**src/rtl/sim_exit_pkg.sv**
```systemverilog
// Shared types and helpers for the simulation exit / syscall controller.
package sim_exit_pkg;

  typedef enum logic [2:0] {
    RUN      = 3'd0,
    SCAN     = 3'd1,
    REQ      = 3'd2,
    WAIT_RSP = 3'd3,
    DONE     = 3'd4
  } state_e;

  // Width of an index into n entries; never narrower than one bit.
  function automatic int unsigned idx_width(input int unsigned n);
    return (n > 1) ? $clog2(n) : 1;
  endfunction

endpackage

```
**src/rtl/sim_exit_mailbox.sv**
```systemverilog
// One tohost mailbox: pending value plus sticky overrun/exited flags.
module sim_exit_mailbox #(
  parameter int unsigned DataWidth = 64
) (
  input  logic                 clk_i,
  input  logic                 rst_i,
  input  logic                 we_i,
  input  logic [DataWidth-1:0] wdata_i,
  input  logic                 clear_i,
  input  logic                 set_exited_i,
  output logic                 pending_o,
  output logic [DataWidth-1:0] value_o,
  output logic                 overrun_o,
  output logic                 exited_o
);

  logic write_valid;
  logic accept;

  always_comb begin
    write_valid = we_i && (wdata_i != '0);
    // A clear in the same cycle frees the slot, so the write still lands.
    accept      = write_valid && (!pending_o || clear_i);
  end

  always_ff @(posedge clk_i) begin
    if (rst_i) begin
      pending_o <= 1'b0;
      value_o   <= '0;
      overrun_o <= 1'b0;
      exited_o  <= 1'b0;
    end else begin
      if (accept) begin
        pending_o <= 1'b1;
        value_o   <= wdata_i;
      end else if (clear_i) begin
        pending_o <= 1'b0;
      end
      if (write_valid && !accept) begin
        overrun_o <= 1'b1;
      end
      if (set_exited_i) begin
        exited_o <= 1'b1;
      end
    end
  end

endmodule

```
**src/rtl/sim_exit_ctrl.sv**
```systemverilog
// Multi-channel tohost poller: forwards syscalls to the host, decodes exits, watchdog.
module sim_exit_ctrl
  import sim_exit_pkg::*;
#(
  parameter int unsigned NumChannels   = 4,
  parameter int unsigned DataWidth     = 64,
  parameter int unsigned PollCycles    = 200,
  parameter int unsigned TimeoutCycles = 0,
  parameter bit          FailFast      = 1'b1
) (
  input  logic                                  clk_i,
  input  logic                                  rst_i,
  input  logic [NumChannels-1:0]                tohost_we_i,
  input  logic [NumChannels-1:0][DataWidth-1:0] tohost_wdata_i,
  output logic                                  host_req_valid_o,
  input  logic                                  host_req_ready_i,
  output logic [idx_width(NumChannels)-1:0]     host_req_chan_o,
  output logic [DataWidth-1:0]                  host_req_data_o,
  input  logic                                  host_rsp_valid_i,
  input  logic [DataWidth-1:0]                  host_rsp_data_i,
  output logic [NumChannels-1:0]                fromhost_valid_o,
  output logic [DataWidth-1:0]                  fromhost_data_o,
  output logic [NumChannels-1:0]                exited_o,
  output logic [NumChannels-1:0]                overrun_o,
  output logic                                  done_o,
  output logic                                  fail_o,
  output logic                                  timeout_o,
  output logic [DataWidth-2:0]                  exit_code_o
);

  localparam int unsigned ChanW = idx_width(NumChannels);
  localparam int unsigned CntW  = idx_width(PollCycles);

  typedef struct packed {
    logic [ChanW-1:0]     chan;
    logic [DataWidth-1:0] data;
  } host_req_t;

  state_e                                state_q, state_d;
  logic [CntW-1:0]                       poll_cnt_q;
  logic                                  tick;
  logic [ChanW-1:0]                      ptr_q;
  host_req_t                             req_q;
  logic [NumChannels-1:0]                pending;
  logic [NumChannels-1:0][DataWidth-1:0] value;
  logic [NumChannels-1:0]                eligible;
  logic [NumChannels-1:0]                clear;
  logic [NumChannels-1:0]                set_exited;
  logic [ChanW-1:0]                      cand;
  logic [ChanW-1:0]                      pick;
  logic                                  pick_valid;
  logic [ChanW-1:0]                      next_ptr;
  logic [DataWidth-1:0]                  sel_value;
  logic [DataWidth-2:0]                  sel_code;
  logic                                  sel_exit;
  logic                                  exit_finish;
  logic                                  wd_expired;
  logic                                  timeout_fire;
  logic [NumChannels-1:0]                fh_pulse_d;

  for (genvar g = 0; g < NumChannels; g++) begin : g_mbox
    sim_exit_mailbox #(
      .DataWidth(DataWidth)
    ) u_mbox (
      .clk_i       (clk_i),
      .rst_i       (rst_i),
      .we_i        (tohost_we_i[g]),
      .wdata_i     (tohost_wdata_i[g]),
      .clear_i     (clear[g]),
      .set_exited_i(set_exited[g]),
      .pending_o   (pending[g]),
      .value_o     (value[g]),
      .overrun_o   (overrun_o[g]),
      .exited_o    (exited_o[g])
    );
  end

  if (TimeoutCycles > 0) begin : g_wd
    localparam int unsigned WdW = idx_width(TimeoutCycles + 1);
    localparam logic [WdW-1:0] WdMax = WdW'(TimeoutCycles);
    logic [WdW-1:0] wd_cnt_q;

    always_ff @(posedge clk_i) begin
      if (rst_i) begin
        wd_cnt_q <= '0;
      end else if (wd_cnt_q != WdMax) begin
        wd_cnt_q <= wd_cnt_q + 1'b1;
      end
    end

    assign wd_expired = (wd_cnt_q == WdMax);
  end else begin : g_no_wd
    assign wd_expired = 1'b0;
  end

  assign tick         = (poll_cnt_q == CntW'(PollCycles - 1));
  assign timeout_fire = wd_expired && (state_q != DONE);
  assign eligible     = pending & ~exited_o;

  // Round-robin: walk from the farthest candidate back to ptr so the
  // closest eligible channel is the last (winning) assignment.
  always_comb begin
    cand       = '0;
    pick       = '0;
    pick_valid = 1'b0;
    for (int unsigned k = NumChannels; k > 0; k--) begin
      cand = ChanW'((32'(ptr_q) + k - 1) % NumChannels);
      if (eligible[cand]) begin
        pick       = cand;
        pick_valid = 1'b1;
      end
    end
  end

  always_comb begin
    next_ptr    = (pick == ChanW'(NumChannels - 1)) ? '0 : pick + 1'b1;
    sel_value   = value[pick];
    sel_exit    = sel_value[0];
    sel_code    = sel_value[DataWidth-1:1];
    exit_finish = (FailFast && (sel_code != '0))
               || (&(exited_o | (NumChannels'(1) << pick)));
  end

  always_comb begin
    state_d    = state_q;
    clear      = '0;
    set_exited = '0;
    fh_pulse_d = '0;
    unique case (state_q)
      RUN: begin
        if (tick && (|eligible)) state_d = SCAN;
      end
      SCAN: begin
        if (!pick_valid) begin
          state_d = RUN;
        end else if (sel_exit) begin
          clear[pick]      = 1'b1;
          set_exited[pick] = 1'b1;
          state_d          = exit_finish ? DONE : RUN;
        end else begin
          state_d = REQ;
        end
      end
      REQ: begin
        if (host_req_ready_i) state_d = WAIT_RSP;
      end
      WAIT_RSP: begin
        if (host_rsp_valid_i) begin
          clear[req_q.chan]      = 1'b1;
          fh_pulse_d[req_q.chan] = 1'b1;
          state_d                = RUN;
        end
      end
      DONE: ;
      default: state_d = RUN;
    endcase
    // The watchdog pre-empts whatever the FSM was doing this cycle.
    if (timeout_fire) begin
      state_d    = DONE;
      clear      = '0;
      set_exited = '0;
      fh_pulse_d = '0;
    end
  end

  always_ff @(posedge clk_i) begin
    if (rst_i) begin
      state_q          <= RUN;
      poll_cnt_q       <= '0;
      ptr_q            <= '0;
      req_q            <= '0;
      exit_code_o      <= '0;
      timeout_o        <= 1'b0;
      fromhost_valid_o <= '0;
      fromhost_data_o  <= '0;
    end else begin
      state_q          <= state_d;
      fromhost_valid_o <= fh_pulse_d;
      if (state_q != DONE) begin
        poll_cnt_q <= tick ? '0 : poll_cnt_q + 1'b1;
      end
      if (|fh_pulse_d) begin
        fromhost_data_o <= host_rsp_data_i;
      end
      if (timeout_fire) begin
        timeout_o   <= 1'b1;
        exit_code_o <= '1;
      end else if (state_q == SCAN && pick_valid) begin
        ptr_q <= next_ptr;
        if (!sel_exit) begin
          req_q.chan <= pick;
          req_q.data <= sel_value;
        end else if ((exit_code_o == '0) && (sel_code != '0)) begin
          exit_code_o <= sel_code;
        end
      end
    end
  end

  assign host_req_valid_o = (state_q == REQ);
  assign host_req_chan_o  = req_q.chan;
  assign host_req_data_o  = req_q.data;
  assign done_o           = (state_q == DONE);
  assign fail_o           = done_o && ((exit_code_o != '0) || timeout_o);

endmodule

```
**config.mk**
```make
export PLATFORM = sky130hd
export DESIGN_NAME = sim_exit_ctrl
export DESIGN_NICKNAME = d
export VERILOG_FILES = /design/src/rtl/sim_exit_pkg.sv /design/src/rtl/sim_exit_mailbox.sv /design/src/rtl/sim_exit_ctrl.sv
export SDC_FILE = /design/constraint.sdc
export NUM_CORES = 1
export LEC_CHECK = 0
export ABC_AREA = 1
export CAP_MARGIN = 10
export CORE_UTILIZATION = 30
export DETAILED_ROUTE_END_ITERATION = 7
export GPL_TIMING_DRIVEN = 0
export PLACE_DENSITY = 0.56
export RECOVER_POWER = 25
export SLEW_MARGIN = 25
export SYNTH_ARGS = -nofsm -noshare
export SYNTH_HDL_FRONTEND = slang
export SYNTH_SLANG_ARGS = --single-unit
export TNS_END_PERCENT = 100
```
**constraint.sdc**
```tcl
create_clock -name clk_i -period 6.9 [get_ports clk_i]
set_input_delay 1.035 -clock clk_i [delete_from_list [all_inputs] [get_ports clk_i]]
set_output_delay 1.035 -clock clk_i [all_outputs]
set_load 0.005 [all_outputs]
```
# Word level (Yosys, flattened, before mapping)
# Cells that the tools add are included.
# Widths: inputs -> output; s select.
# word_totals
reg_bits	477
inputBits	328
output_inout_bits	209
word_cells	152
# classes
eq_ne	10
n_mux	45
bitwise	5
n_lt_le_gt_ge	8
n_addsub	10
shifts	1
reduce_logical	49
# op_table
cell	count
$reduce_bool 64->1	4
$bmux 64 s2	1
$reduce_bool 63->1	2
$mux 64	1
$logic_not 63->1	1
$mux 4	5
$logic_and 1x1->1	18
$lt 2x3->1 const B	6
$mux 1	18
$mux 3	6
$pmux 3 s5	1
$mux 2	5
$add 8x1->8 const B	1
$bmux 1 s2	4
$eq 8x8->1 const B	1
$logic_not 1->1	8
$mux 8	1
$pmux 4 s2	1
$reduce_and 4->1	2
$reduce_bool 2->1	4
$reduce_or 4->1	2
$sub 2x1->2 const B	4
$add 2x1->2 const B	3
$eq 3x2->1 const B	2
other kinds (18)	27

# Depth between registers and ports, before layout
# depth
depth_word	19
depth_mapped	25
ltp_nobuf	23

# Modules after synthesis
# Synthesis repeated with hierarchy kept, for this count alone.
# hier_totals
cells_unflattened	4295
area_unflattened_um2	26203.9
# by_module_without_submodules
module	cells_each	area_per_inst_um2	instances
sim_exit_mailbox	622	3683.5	4
sim_exit_ctrl	1807	11469.8	1

# Worst setup path after synthesis
# Ideal clock, no wire load.
# synth_path
kind	input to register
from	input tohost_wdata_i[200] (netlist bit)
to	register g_mbox[3].u_mbox.value_o[12]
arrival_ps	2630
slack_ps	4142
t_required_ps	6772
cell_stages	7
path_buffers	2
cell_sequence	nor4_1 > nand4_1 > o41a_1 > nand2_1 > clkbuf_1 > clkbuf_1 > a21oi_1
# synth_between
elab_chain_cells	3
# synth_lines
item	line	text
start: declaration	sim_exit_ctrl.sv:14	input logic [NumChannels-1:0][DataWidth-1:0] tohost_wdata_i,
$reduce_bool 64->1	sim_exit_mailbox.sv:21	write_valid = we_i && (wdata_i != '0);
$logic_and 1x1->1	sim_exit_mailbox.sv:21	
$logic_and 1x1->1	sim_exit_mailbox.sv:23	accept = write_valid && (!pending_o || clear_i);
end signal: assignment	sim_exit_mailbox.sv:35	value_o <= wdata_i;
end: declaration	sim_exit_mailbox.sv:12	output logic [DataWidth-1:0] value_o,
# No other way between the ends.
# A chain may end at the register's enable or synchronous reset.

# Final worst setup path
# layout_path
from	register ptr_q[0]
to	register exit_code_o[57]
# layout_between
elab_chain_cells	13
# layout_lines
item	line	text
start: declaration	sim_exit_ctrl.sv:42	logic [ChanW-1:0] ptr_q;
start signal: assignment	sim_exit_ctrl.sv:189	ptr_q <= next_ptr;
$add 2x1->2	sim_exit_ctrl.sv:107	cand = ChanW'((32'(ptr_q) + k - 1) % NumChannels);
$sub 2x1->2	sim_exit_ctrl.sv:107	
$bmux 1 s2	sim_exit_ctrl.sv:108	if (eligible[cand]) begin
$mux 1 (implied by the code)	sim_exit_ctrl.sv:108	
$mux 2 (4 in a row)	sim_exit_ctrl.sv:108	
$bmux 64 s2	sim_exit_ctrl.sv:117	sel_value = value[pick];
$mux 64 (implied by the code)	sim_exit_ctrl.sv:117	
$reduce_bool 63->1	sim_exit_ctrl.sv:193	end else if ((exit_code_o == '0) && (sel_code != '0)) begin
$logic_and 1x1->1	sim_exit_ctrl.sv:193	
$reduce_and 3->1 (no source line)	--	
end signal: assignment	sim_exit_ctrl.sv:194	exit_code_o <= sel_code;
end: declaration	sim_exit_ctrl.sv:28	output logic [DataWidth-2:0] exit_code_o
# Several ways; a longest one is shown, not always the timed one. The select of a mux whose other input is x is not followed.

==> impl_metrics.py <==
metrics = {
    "critical_path": {
        "critPathKind": "reg2reg",
        "cp.arrival_ns": 5.20,
        "crit_required_ns": 7.45,
        "critPathSlowestCell": "clkbuf_1",
        "critPathMaxFanout": 10,
        "path_cells": "inv_1 -> nand3_1 -> nand2_1 -> nand2_1 -> nand2_1 -> nand3_1 -> nand2_1 -> nand2_1 -> clkbuf_1 -> nand3_1 -> nand3_1 -> nand2_1 -> nor2_1 -> nand2_1 -> nor2_1 -> nand2_1 -> nor2_1 -> nand2_1 -> nand2_2 -> buf_6 -> buf_6 -> nor2_1 -> nor2_1",
        "endpoint_kind": "flip-flop",
        "critPathMaxStageDelay_ns": 0.67,
        "cp-start-kind": "flip-flop",
        "crit_top_cell": "nand2_1",
    },
    "status": {
        "status": "finished, final reports clean",
    },
    "die": {
        "die_w_um": 264,
        "die_area_um2": 69700,
        "pin_count": 537,
        "core_um2": 67500,
        "die_h_um": 264,
        "initial_core_util_pct": 30.5,
        "rows": 95,
    },
    "timing": {
        "finalCriticalPeriod_ns": 4.65,
        "slew_headroom_pct": 19.8,
        "max_freq_mhz": 215,
        "finalSetupViolCount": 0,
        "rsz0062_at_grt": "false",
        "worst_slew_pin_slew_ns": 1.20,
        "period_share_pct": 67.4,
        "skew_ns": 0.0371,
        "slew_viol_final": 0,
        "finalSetupTns_ns": 0,
        "hold_viol": 0,
    },
    "yosys": {
        "ys_top_cells_by_count": "477 x dfxtp_1, 407 x inv_1, 391 x o21ai_0, 386 x nand2_1, 333 x a21oi_1",
        "syn_area_um2": 20600,
        "synthArstFlopShare_pct": 0,
        "synth.top_cell.area_share_pct": 46.4,
        "synthTopCellsByArea": "dfxtp_1 46%, o21ai_0 9.5%, a21oi_1 8.1%",
        "syn_area_per_cell_um2": 7.12,
        "ys_ff_latch": 477,
        "synth_edf_count": 0,
        "synth_warnings": 0,
        "ys_types": 29,
        "synth.most_common_cell": "dfxtp_1",
        "syn_inst": 2892,
        "yosys.area.top_type": "dfxtp_1",
        "ys_seq_area_share_pct": 46.4,
        "synth_ff_type": "dfxtp_1",
    },
    "layout": {
        "final_layout_size_suffix_gt1_share_pct": 4.34,
        "nets": 3816,
        "area_growth_pct": 39.9,
    },
    "grt": {
        "grt_pass1_vias": 21100,
        "grt_overflow": 0,
        "antenna_found_initial": 10,
        "grt_usage_pct": 28.7,
        "grt_pass1_wl_mm": 146,
        "grt_max_degree": 16,
    },
    "drt": {
        "detail-route-antenna-nets": 0,
        "drt_pass1_iterations": 6,
        "wirelength_mm": 104,
        "first_iter_violations": 2303,
        "wl_per_cell_um": 23.5,
        "drc": 0,
        "num_vias": 22500,
        "avgViaCountPerCell": 5.11,
    },
    "clock_network": {
        "holdBufCountCts": 0,
        "cts_resized": 0,
        "post-cts-setup-buffer-count": 0,
        "htree_levels": 2,
        "cts_made_buffers": 53,
        "clk_pin_slew_ns": 0.06,
        "cts_tree": "yes",
        "cts_buffer_depth": 3,
        "clock-sinks": 477,
        "cts_root_buffer": "clkbuf_16",
        "clkLatencyLatePin_ns": 0.63,
    },
    "power_and_ir_drop": {
        "fin_total_pwr_mw": 7.43,
        "peakVddDrop_v": 0.000172,
        "powerDensity_nw_per_um2": 258,
        "p_leak_nw": 12.6,
    },
    "placement": {
        "io_buffers": 534,
        "dp_hpwl_mm": 82.9,
        "finalWeightedCongestion": 0.964,
    },
    "hold_path": {
        "hold_path.class": "reg2reg",
    },
    "job": {
        "cap_viol_max_count": 0,
    },
}
## final cells by class
cell class                 instances  area, um2
multi-input combinational       1799       8560
tap                              873       1090
sequential                       477       9550
clock inverter                    14        154
antenna                            9       22.5
clock buffer                      83       1580
buffer                           208        961
inverter                         409       1540
timing repair buffer             535       5350
fill                            7139      38700
## kinds of logic after synthesis
family,count (synthesis),synth area share (%)
compound gates,792,19.8
fa+ha+maj,5,0.304
buf+inv,617,12.1
flops,477,46.4
other cells,1,0.0182
simple gates,1000,21.4
## per-layer routing
metal,up-vias,share of wire (%),track usage [%]
met5,-,0.040,0
met4,6,3.6,10.7
met3,190,9.4,6.32
met2,1050,45,45.3
met1,10500,42,38.0
li1,10800,-,-
## through the flow
step           hold WS (ns)  std cells  area (um2)  worst slack (ns)  util, %
3_3_place_gp          0.438       4300       27000              1.98     40.1
6_report              0.453       4407       28800              2.25     42.7
3_5_place_dp          0.443       4301       27100              2.00     40.1
2_1_floorplan         0.430       2893       20600              4.14        -
5_1_grt               0.462       4404       28800              1.84     42.7
4_1_cts               0.452       4398       28800              2.47     42.6
## worst max-delay path, delay by kind of cell, from the launching register on
kind / cells / cell delay [ns]
and+or+nand+nor: 19 / 2.87
buffers and inverters: 4 / 1.25
DFF: 1 / 0.44
## state kept, by name, indices dropped and copies added (netlist names), 3 cells and up
signal / flops
g_mbox.u_mbox.value_o: 256
fromhost_data_o: 64
exit_code_o: 63
host_req_data_o: 63
poll_cnt_q: 8
fromhost_valid_o: 4
g_mbox.u_mbox.exited_o: 4
g_mbox.u_mbox.overrun_o: 4
g_mbox.u_mbox.pending_o: 4
state_q: 3
## report_power, final
group / switching, mW / internal, mW / leakage, nW / total, mW
registers: 0.0363 / 2.89 / 3.91 / 2.92
logic: 1.14 / 0.494 / 7.89 / 1.64
clock network: 1.26 / 1.62 / 0.843 / 2.87
total: 2.44 / 5.00 / 12.6 / 7.43
## path summary, 6_finish.rpt
check	slack [ns]	end	startpoint	cells after the start
hold / removal	0.45	g_mbox[2].u_mbox.overrun_o$_SDFFE_PP0P_	g_mbox[2].u_mbox.overrun_o$_SDFFE_PP0P_	2
hold reg to reg	0.45	g_mbox[2].u_mbox.overrun_o$_SDFFE_PP0P_	g_mbox[2].u_mbox.overrun_o$_SDFFE_PP0P_	2
setup / recovery	2.25	exit_code_o[57]$_SDFFE_PP0P_	ptr_q[0]$_SDFFE_PP0P_	23
setup reg to reg	2.25	exit_code_o[57]$_SDFFE_PP0P_	ptr_q[0]$_SDFFE_PP0P_	23
## placed cells by master, fill, tap and decap left out, types with 14 or more instances in the layout
| cell | synthesis | final |
|---|---|---|
| dfxtp_1 | 477 | 477 |
| a31oi_1 | 60 | 60 |
| nor2_1 | 212 | 212 |
| buf_1 | 16 | 16 |
| clkbuf_8 | 0 | 14 |
| o21ai_0 | 391 | 391 |
| nor4_1 | 82 | 81 |
| inv_1 | 407 | 409 |
| clkdlybuf4s50_1 | 0 | 376 |
| nand4_1 | 28 | 28 |
| nand2_1 | 386 | 387 |
| buf_4 | 24 | 25 |
| clkbuf_16 | 0 | 53 |
| buf_2 | 35 | 35 |
| dlygate4sd3_1 | 0 | 158 |
| a21oi_1 | 333 | 333 |
| nand3_1 | 272 | 272 |
| clkbuf_1 | 127 | 142 |
Note: power is estimated with default switching activity, not from simulation.
